`config.mk`:
```
export PLATFORM = sky130hd
export DESIGN_NAME = data_sram_axi_bridge
export DESIGN_NICKNAME = d
export VERILOG_FILES = /design/src/rtl/data_sram_axi_bridge.sv
export SDC_FILE = /design/constraint.sdc
export NUM_CORES = 1
export LEC_CHECK = 0
export ABC_CLOCK_PERIOD_IN_PS = 1900
export BUFFER_PORTS_ARGS = -buffer_cell sky130_fd_sc_hd__buf_2
export CORE_ASPECT_RATIO = 1.25
export CORE_MARGIN = 2
export CORE_UTILIZATION = 44
export CTS_BUF_LIST = sky130_fd_sc_hd__clkbuf_8 sky130_fd_sc_hd__clkbuf_16
export DETAILED_ROUTE_END_ITERATION = 10
export PLACE_DENSITY = 0.84
export SLEW_MARGIN = 0
export SYNTH_ARGS = -nofsm -noshare
export SYNTH_HDL_FRONTEND = slang
export SYNTH_SLANG_ARGS = --single-unit
```
`constraint.sdc`:
```
create_clock -name clk -period 1.9 [get_ports clk]
set_input_delay 0.19 -clock clk [delete_from_list [all_inputs] [get_ports clk]]
set_output_delay 0.19 -clock clk [all_outputs]
set_load 0.01 [all_outputs]
```
`src/rtl/data_sram_axi_bridge.sv`:
```
// data_sram_axi_bridge
//  Turns the core's data-side sram-like handshake (req/addr_ok/data_ok) into
//  single-beat AXI master transactions. Only one transaction is in flight.
//  Optional build macro: BRIDGE_FAST_RESP_EN. When it is defined, the DONE
//  state is dropped and data_ok/rdata come straight from rvalid/bvalid and
//  axi_rdata in the response cycle.
module data_sram_axi_bridge #(
  parameter int ADDR_W = 32,
  parameter int DATA_W = 32
) (
  input  logic                clk,
  input  logic                resetn,
  // core side
  input  logic                req,
  input  logic                wr,
  input  logic [1:0]          size,
  input  logic [DATA_W/8-1:0] wstrb,
  input  logic [ADDR_W-1:0]   addr,
  input  logic [DATA_W-1:0]   wdata,
  output logic                addr_ok,
  output logic                data_ok,
  output logic [DATA_W-1:0]   rdata,
  // AXI read address / data
  output logic [ADDR_W-1:0]   araddr,
  output logic [2:0]          arsize,
  output logic                arvalid,
  input  logic                arready,
  input  logic [DATA_W-1:0]   axi_rdata,
  input  logic                rvalid,
  output logic                rready,
  // AXI write address / data / response
  output logic [ADDR_W-1:0]   awaddr,
  output logic [2:0]          awsize,
  output logic                awvalid,
  input  logic                awready,
  output logic [DATA_W-1:0]   axi_wdata,
  output logic [DATA_W/8-1:0] axi_wstrb,
  output logic                wvalid,
  input  logic                wready,
  input  logic                bvalid,
  output logic                bready
);

`ifdef BRIDGE_FAST_RESP_EN
  typedef enum logic [2:0] {
    ST_IDLE, ST_RD_ADDR, ST_RD_DATA, ST_WR_REQ, ST_WR_RESP
  } state_t;
`else
  typedef enum logic [2:0] {
    ST_IDLE, ST_RD_ADDR, ST_RD_DATA, ST_WR_REQ, ST_WR_RESP, ST_DONE
  } state_t;
`endif

  state_t                state_q, state_d;
  logic [ADDR_W-1:0]     addr_q;
  logic [2:0]            size_q;
  logic [2:0]            size_d;
  logic [DATA_W/8-1:0]   wstrb_q;
  logic [DATA_W-1:0]     wdata_q;
  logic                  aw_done_q, aw_done_d;
  logic                  w_done_q, w_done_d;
  logic [DATA_W-1:0]     rdata_q, rdata_d;
  logic                  accept;

  // AXI size encoding: size 3 is not a legal core size and is treated as a word.
  always_comb begin
    size_d = (size == 2'b11) ? 3'b010 : {1'b0, size};
  end

  // State, handshake flags and read-data holding register.
  always_ff @(posedge clk or negedge resetn) begin
    if (!resetn) begin
      state_q   <= ST_IDLE;
      aw_done_q <= 1'b0;
      w_done_q  <= 1'b0;
      rdata_q   <= '0;
    end else begin
      state_q   <= state_d;
      aw_done_q <= aw_done_d;
      w_done_q  <= w_done_d;
      rdata_q   <= rdata_d;
    end
  end

  // Request capture: address/control/data are frozen for the whole transaction.
  always_ff @(posedge clk or negedge resetn) begin
    if (!resetn) begin
      addr_q  <= '0;
      size_q  <= 3'b000;
      wstrb_q <= '0;
      wdata_q <= '0;
    end else if (accept) begin
      addr_q  <= addr;
      size_q  <= size_d;
      wstrb_q <= wstrb;
      wdata_q <= wdata;
    end
  end

  // Next-state logic and state-decoded outputs.
  always_comb begin
    state_d   = state_q;
    aw_done_d = aw_done_q;
    w_done_d  = w_done_q;
    rdata_d   = rdata_q;
    accept    = 1'b0;
    addr_ok   = (state_q == ST_IDLE);
    arvalid   = (state_q == ST_RD_ADDR);
    rready    = (state_q == ST_RD_DATA);
    bready    = (state_q == ST_WR_RESP);
    awvalid   = (state_q == ST_WR_REQ) && !aw_done_q;
    wvalid    = (state_q == ST_WR_REQ) && !w_done_q;
    data_ok   = 1'b0;
    rdata     = rdata_q;
    case (state_q)
      ST_IDLE: begin
        if (req) begin
          accept    = 1'b1;
          aw_done_d = 1'b0;
          w_done_d  = 1'b0;
          state_d   = wr ? ST_WR_REQ : ST_RD_ADDR;
        end
      end
      ST_RD_ADDR: begin
        if (arready) state_d = ST_RD_DATA;
      end
      ST_RD_DATA: begin
        if (rvalid) begin
          rdata_d = axi_rdata;
`ifdef BRIDGE_FAST_RESP_EN
          data_ok = 1'b1;
          rdata   = axi_rdata;
          state_d = ST_IDLE;
`else
          state_d = ST_DONE;
`endif
        end
      end
      ST_WR_REQ: begin
        // Flags are registered, so the move to WR_RESP happens the cycle
        // after the later of the two handshakes.
        if (aw_done_q && w_done_q) begin
          state_d = ST_WR_RESP;
        end else begin
          if (awvalid && awready) aw_done_d = 1'b1;
          if (wvalid && wready)   w_done_d  = 1'b1;
        end
      end
      ST_WR_RESP: begin
        if (bvalid) begin
`ifdef BRIDGE_FAST_RESP_EN
          data_ok = 1'b1;
          state_d = ST_IDLE;
`else
          state_d = ST_DONE;
`endif
        end
      end
`ifndef BRIDGE_FAST_RESP_EN
      ST_DONE: begin
        data_ok = 1'b1;
        state_d = ST_IDLE;
      end
`endif
      default: state_d = ST_IDLE;
    endcase
  end

  // Both channels share the captured request; address passes through unaligned.
  assign araddr    = addr_q;
  assign arsize    = size_q;
  assign awaddr    = addr_q;
  assign awsize    = size_q;
  assign axi_wdata = wdata_q;
  assign axi_wstrb = wstrb_q;

endmodule

```
Yosys cells after proc, flatten, opt, wreduce, memory -nomap -nowiden. Index checks and enable logic that the tools add are counted.

Bits in registers: 108. Output and inout port bits: 145. Word-level logic and storage cells: 53.

Equal/unequal tests: 14. Mux-type cells: 18. Reductions and logical operators: 13.

Operators with widths (count): $mux 3 (5); $pmux 3 s5 (1); $mux 1 (8); $ne 2x1->1 const B (4); $ne 2x2->1 const B (4); $reduce_and 4->1 (2); $eq 3x2->1 const B (2); $eq 3x3->1 const B (2); $logic_and 1x1->1 (5); $reduce_and 5->1 (1); $mux 2 (2); $pmux 1 s2 (2); $eq 3x1->1 const B (1); $logic_not 3->1 (1); $eq 2x2->1 const B (1); $logic_not 1->1 (2); $reduce_and 2->1 (1); $reduce_bool 2->1 (1).

Depth between registers and ports, before layout.
Depth after elaboration: 6. Depth in mapped cells: 5. Depth with buffers taken out: 3.

Least setup slack after synthesis. OpenSTA, ideal clock, no wires.

Path type: reg2reg. Start: register state_q[2]. End: register addr_q[31], in the netlist araddr[31]. Library setup time: 125 ps. Arrival time: 1451 ps. Data required time: 1775 ps. Path slack: 324 ps. Cell stages (with the launch flop): 6. Cell sequence: dfrtp_1 > buf_6 > nand2b_4 > nor3_4 > buf_6 > mux2_4.

Word-level cells in the longest chain between the ends: 2.

Ends and longest elaborated chain: start: declaration (RTL line 54) `state_t state_q, state_d;`; start signal: assignment (RTL line 78) `state_q <= state_d;`; $logic_not 3->1 (RTL line 115) `case (state_q)`; $mux 1 (RTL line 115); end signal: assignment (RTL line 93) `addr_q <= addr;`; end: declaration (RTL line 55) `logic [ADDR_W-1:0] addr_q;`.

Every way passes these cells. A chain may end at the register's enable or synchronous reset.

Worst setup path after layout.
Start: register state_q[2]. End: register wdata_q[26], in the netlist axi_wdata[26].

Word-level cells in the longest chain between the ends: 2.

Ends and longest elaborated chain: $logic_not 3->1 (RTL line 115); $mux 1 (RTL line 115); end signal: assignment (RTL line 96) `wdata_q <= wdata;`; end: declaration (RTL line 59) `logic [DATA_W-1:0] wdata_q;`.

Every way passes these cells.

==> impl_metrics.csv <==
group,metric,value,unit
layout,area_growth,31.5,%
setup_path,slowest_stage,"dfrtp_1",
hold_path,holdPathEnd,"rdata[31]",
synthesis,synth.top_cells.by_count,"dfrtp_1, mux2_2, buf_4",
layout,final_layout_size_suffix_gt1_share,72.9,%
timing,period_share,91.6,%
synthesis,yosysMostFrequentCell,"dfrtp_1",
drt,wl_per_cell,14.8,um
layout,nets,626,
timing,setup_tns,0,ns
clock_network,h-tree-depth,3,
synthesis,synthArstFlopShare,100,%
floorplan,dieArea,11000,um2
hold_path,min_path_type,"in2reg",
power_and_ir_drop,max-vdd-ir-drop,0.000761,V
synthesis,yosys.area.top_type,"dfrtp_1",
setup_path,cp-start-kind,"register",
floorplan,io-pin-count,256,
grt,grt_pass1_wl,14.2,mm
setup_path,cp_max_fo,70,
floorplan,die_w,94.3,um
setup_path,worst-path-stages,4,
placed_design,port_buffers,253,
drt,first_iter_violations,66,
layout,diodes,0,
timing,setup_violations,0,
drt,drc,0,
timing,fin_worst_skew,0.00881,ns
drt,wl,9.61,mm
synthesis,synth-main-ff-cell,"dfrtp_1",
drt,vias_per_cell,4.74,
placed_design,placed_cell_area,5590,um2
clock_network,clk_latency,0.34,ns
drt,drt.antenna.violating_nets,0,
grt,grt_pass1_vias,3057,
clock_network,cts.path.max_buffers,2,
timing,hold_viol,0,
timing,tightest_slew,0.546,ns
timing,slew_headroom,63.6,%
run_status,status,"finished, final reports clean",
placed_design,dpl.hpwl,7.28,mm
timing,max_freq,575,MHz
clock_network,cts_tree,"built",
synthesis,yosys.area.top_type_share,59.7,%
setup_path,worstRegToRegCells,4,
timing,finalMaxSlewViolations,0,
setup_path,slowest_delay,0.47,ns
setup_path,crit_chain,"nand2b_4 -> nor3_4 -> buf_12 -> mux2_2",
floorplan,core_region_area,10000,um2
synthesis,netlist_area,4490,um2
synthesis,synth_cell_types,28,
grt,grt_max_degree,108,
timing,min_period,1.74,ns
timing,rsz0062_at_grt,"false",
setup_path,reg2reg_from,"state_q[2]",
synthesis,synthTopCellsByArea,"dfrtp_1, mux2_2, buf_4, mux2_4, buf_6",
synthesis,yosysWarnings,0,
grt,grtUsageTotal,16.5,%
synthesis,synth_edf_count,0,
setup_path,critical_path_arrival,1.96,ns
grt,overflow,0,
drt,via_count,3079,
power_and_ir_drop,leakagePower,2.99,nW
drt,first_pass_iters,4,
clock_network,cts_setup_buffers,0,
clock_network,root_buffer,"clkbuf_16",
setup_path,required,2.12,ns
clock_network,cts-buffers-inserted,9,
layout,fillers,829,
job,cap_violations,0,
setup_path,timing.rr.end,"axi_wdata[26]",
setup_path,crit_family,"flip-flops",
floorplan,die_h,117,um
power_and_ir_drop,powerDensity,1800,nW/um2
hold_path,hold_start,"axi_rdata[31]",
setup_path,r2r_slack,0.16,ns
floorplan,start_util,44.9,%
layout,finalInstanceArea,5900,um2
setup_path,critPathBufInv,1,
synthesis,syn_inst,294,
setup_path,end_kind,"register",
hold_path,hold_depth,2,
synthesis,syn_area_per_cell,15.3,um2
floorplan,rows,41,
clock_network,cts_sinks,107,
setup_path,critical_path_class,"reg2reg",
placed_design,gp_congestion,0.860,
grt,antenna_found_initial,0,
clock_network,clk_pin_slew,0.07,ns
synthesis,ys_seq_elements,107,
synthesis,ys_seq_area_share,59.7,%
## power by group
group	leakage, nW	internal (mW)	switching [mW]
sequential	1.27	3.45	0.694
clock	0.151	1.03	0.834
combinational	1.57	2.43	2.16
total	2.99	6.92	3.69
## cells by family (layout without fill, tap and decap cells)
group / Yosys count / after routing / share of synthesized area (%)
AND/OR/NAND/NOR: 19 / 19 / 2.98
other: 1 / 2 / 0.0836
buffers and inverters: 52 / 277 / 9.12
flip-flops: 107 / 107 / 59.7
AO/OA/AOI/OAI: 13 / 13 / 1.70
multiplexers: 102 / 102 / 26.4
## worst reg2reg max path, stage by stage, from the launching register on
cell and delay, ns:
dfrtp_1 0.47, nand2b_4 0.20, nor3_4 0.15, buf_12 0.35, mux2_2 0.45
## how the worst max path moves through the flow
| stage | from | endpoint | slack [ns] |
|---|---|---|---|
| 2_1_floorplan | state_q[2] | araddr[31] | 0.32 |
| 3_3_place_gp | state_q[2] | araddr[16] | 0.26 |
| 3_5_place_dp | state_q[2] | axi_wdata[16] | 0.20 |
| 4_1_cts | state_q[0] | awvalid | 0.17 |
| 5_1_grt | state_q[0] | awvalid | 0.06 |
| 6_report | state_q[2] | axi_wdata[26] | 0.16 |
## placed cells by master, fill, tap and decap left out, types with 2 or more instances in the layout
| master | netlist | final |
|---|---|---|
| buf_2 | 0 | 252 |
| dfrtp_1 | 107 | 107 |
| mux2_2 | 90 | 90 |
| mux2_4 | 10 | 10 |
| clkbuf_16 | 0 | 9 |
| a21oi_1 | 5 | 5 |
| o21ai_0 | 5 | 5 |
| nor3_1 | 3 | 3 |
| inv_6 | 0 | 3 |
| buf_12 | 0 | 3 |
| nand2_1 | 2 | 2 |
| nor2_1 | 2 | 2 |
| inv_1 | 2 | 2 |
| nor3_4 | 2 | 2 |
| nand3_1 | 2 | 2 |
| mux2_1 | 2 | 2 |
| conb_1 | 1 | 2 |
| clkinv_2 | 0 | 2 |
| buf_4 | 39 | 2 |
## flip-flops by register name (all words and copies together) (netlist names)
| signal | count |
|---|---|
| araddr | 32 |
| axi_wdata | 32 |
| rdata | 32 |
| axi_wstrb | 4 |
| state_q | 3 |
| arsize | 2 |
| aw_done_q | 1 |
| w_done_q | 1 |
## layout make-up
| type | instances | area (um2) | area share (%) |
|---|---|---|---|
| Sequential cell | 107 | 2680 | 45.4 |
| Timing Repair Buffer | 258 | 1350 | 22.8 |
| Clock inverter | 7 | 75.1 | 1.27 |
| Clock buffer | 9 | 225 | 3.82 |
| Tap cell | 129 | 161 | 2.74 |
| Multi-Input combinational cell | 136 | 1400 | 23.8 |
| Inverter | 3 | 11.3 | 0.191 |
## metrics by stage
stage	cells	hold slack (ns)	util, %	setup WS, ns	total power [mW]
after detailed placement	632	0.308	55.9	0.201	8.87
after global routing	649	0.0608	59.0	0.0627	11.3
after global placement	632	0.297	55.9	0.260	8.65
final	649	0.0678	59.0	0.160	10.6
after CTS	649	0.0577	59.0	0.169	10.8
after floorplan	295	-0.106	-	0.324	7.37
## repair_timing
item / CTS / global route
hold endpoints to repair: 107 / 0
resized for setup: 0 / 0
hold buffers: 1 / 0
endpoints found under the setup margin: 0 / 0
## metal layers
metal | wire length [um] | up-vias | global-route usage (%)
met5 | 0 | - | 0
met4 | 142 | 0 | 6.18
met3 | 857 | 11 | 5.06
met2 | 5110 | 147 | 29.7
met1 | 3500 | 1496 | 18.3
li1 | - | 1425 | -
Note: power is estimated with default switching activity, not from simulation.
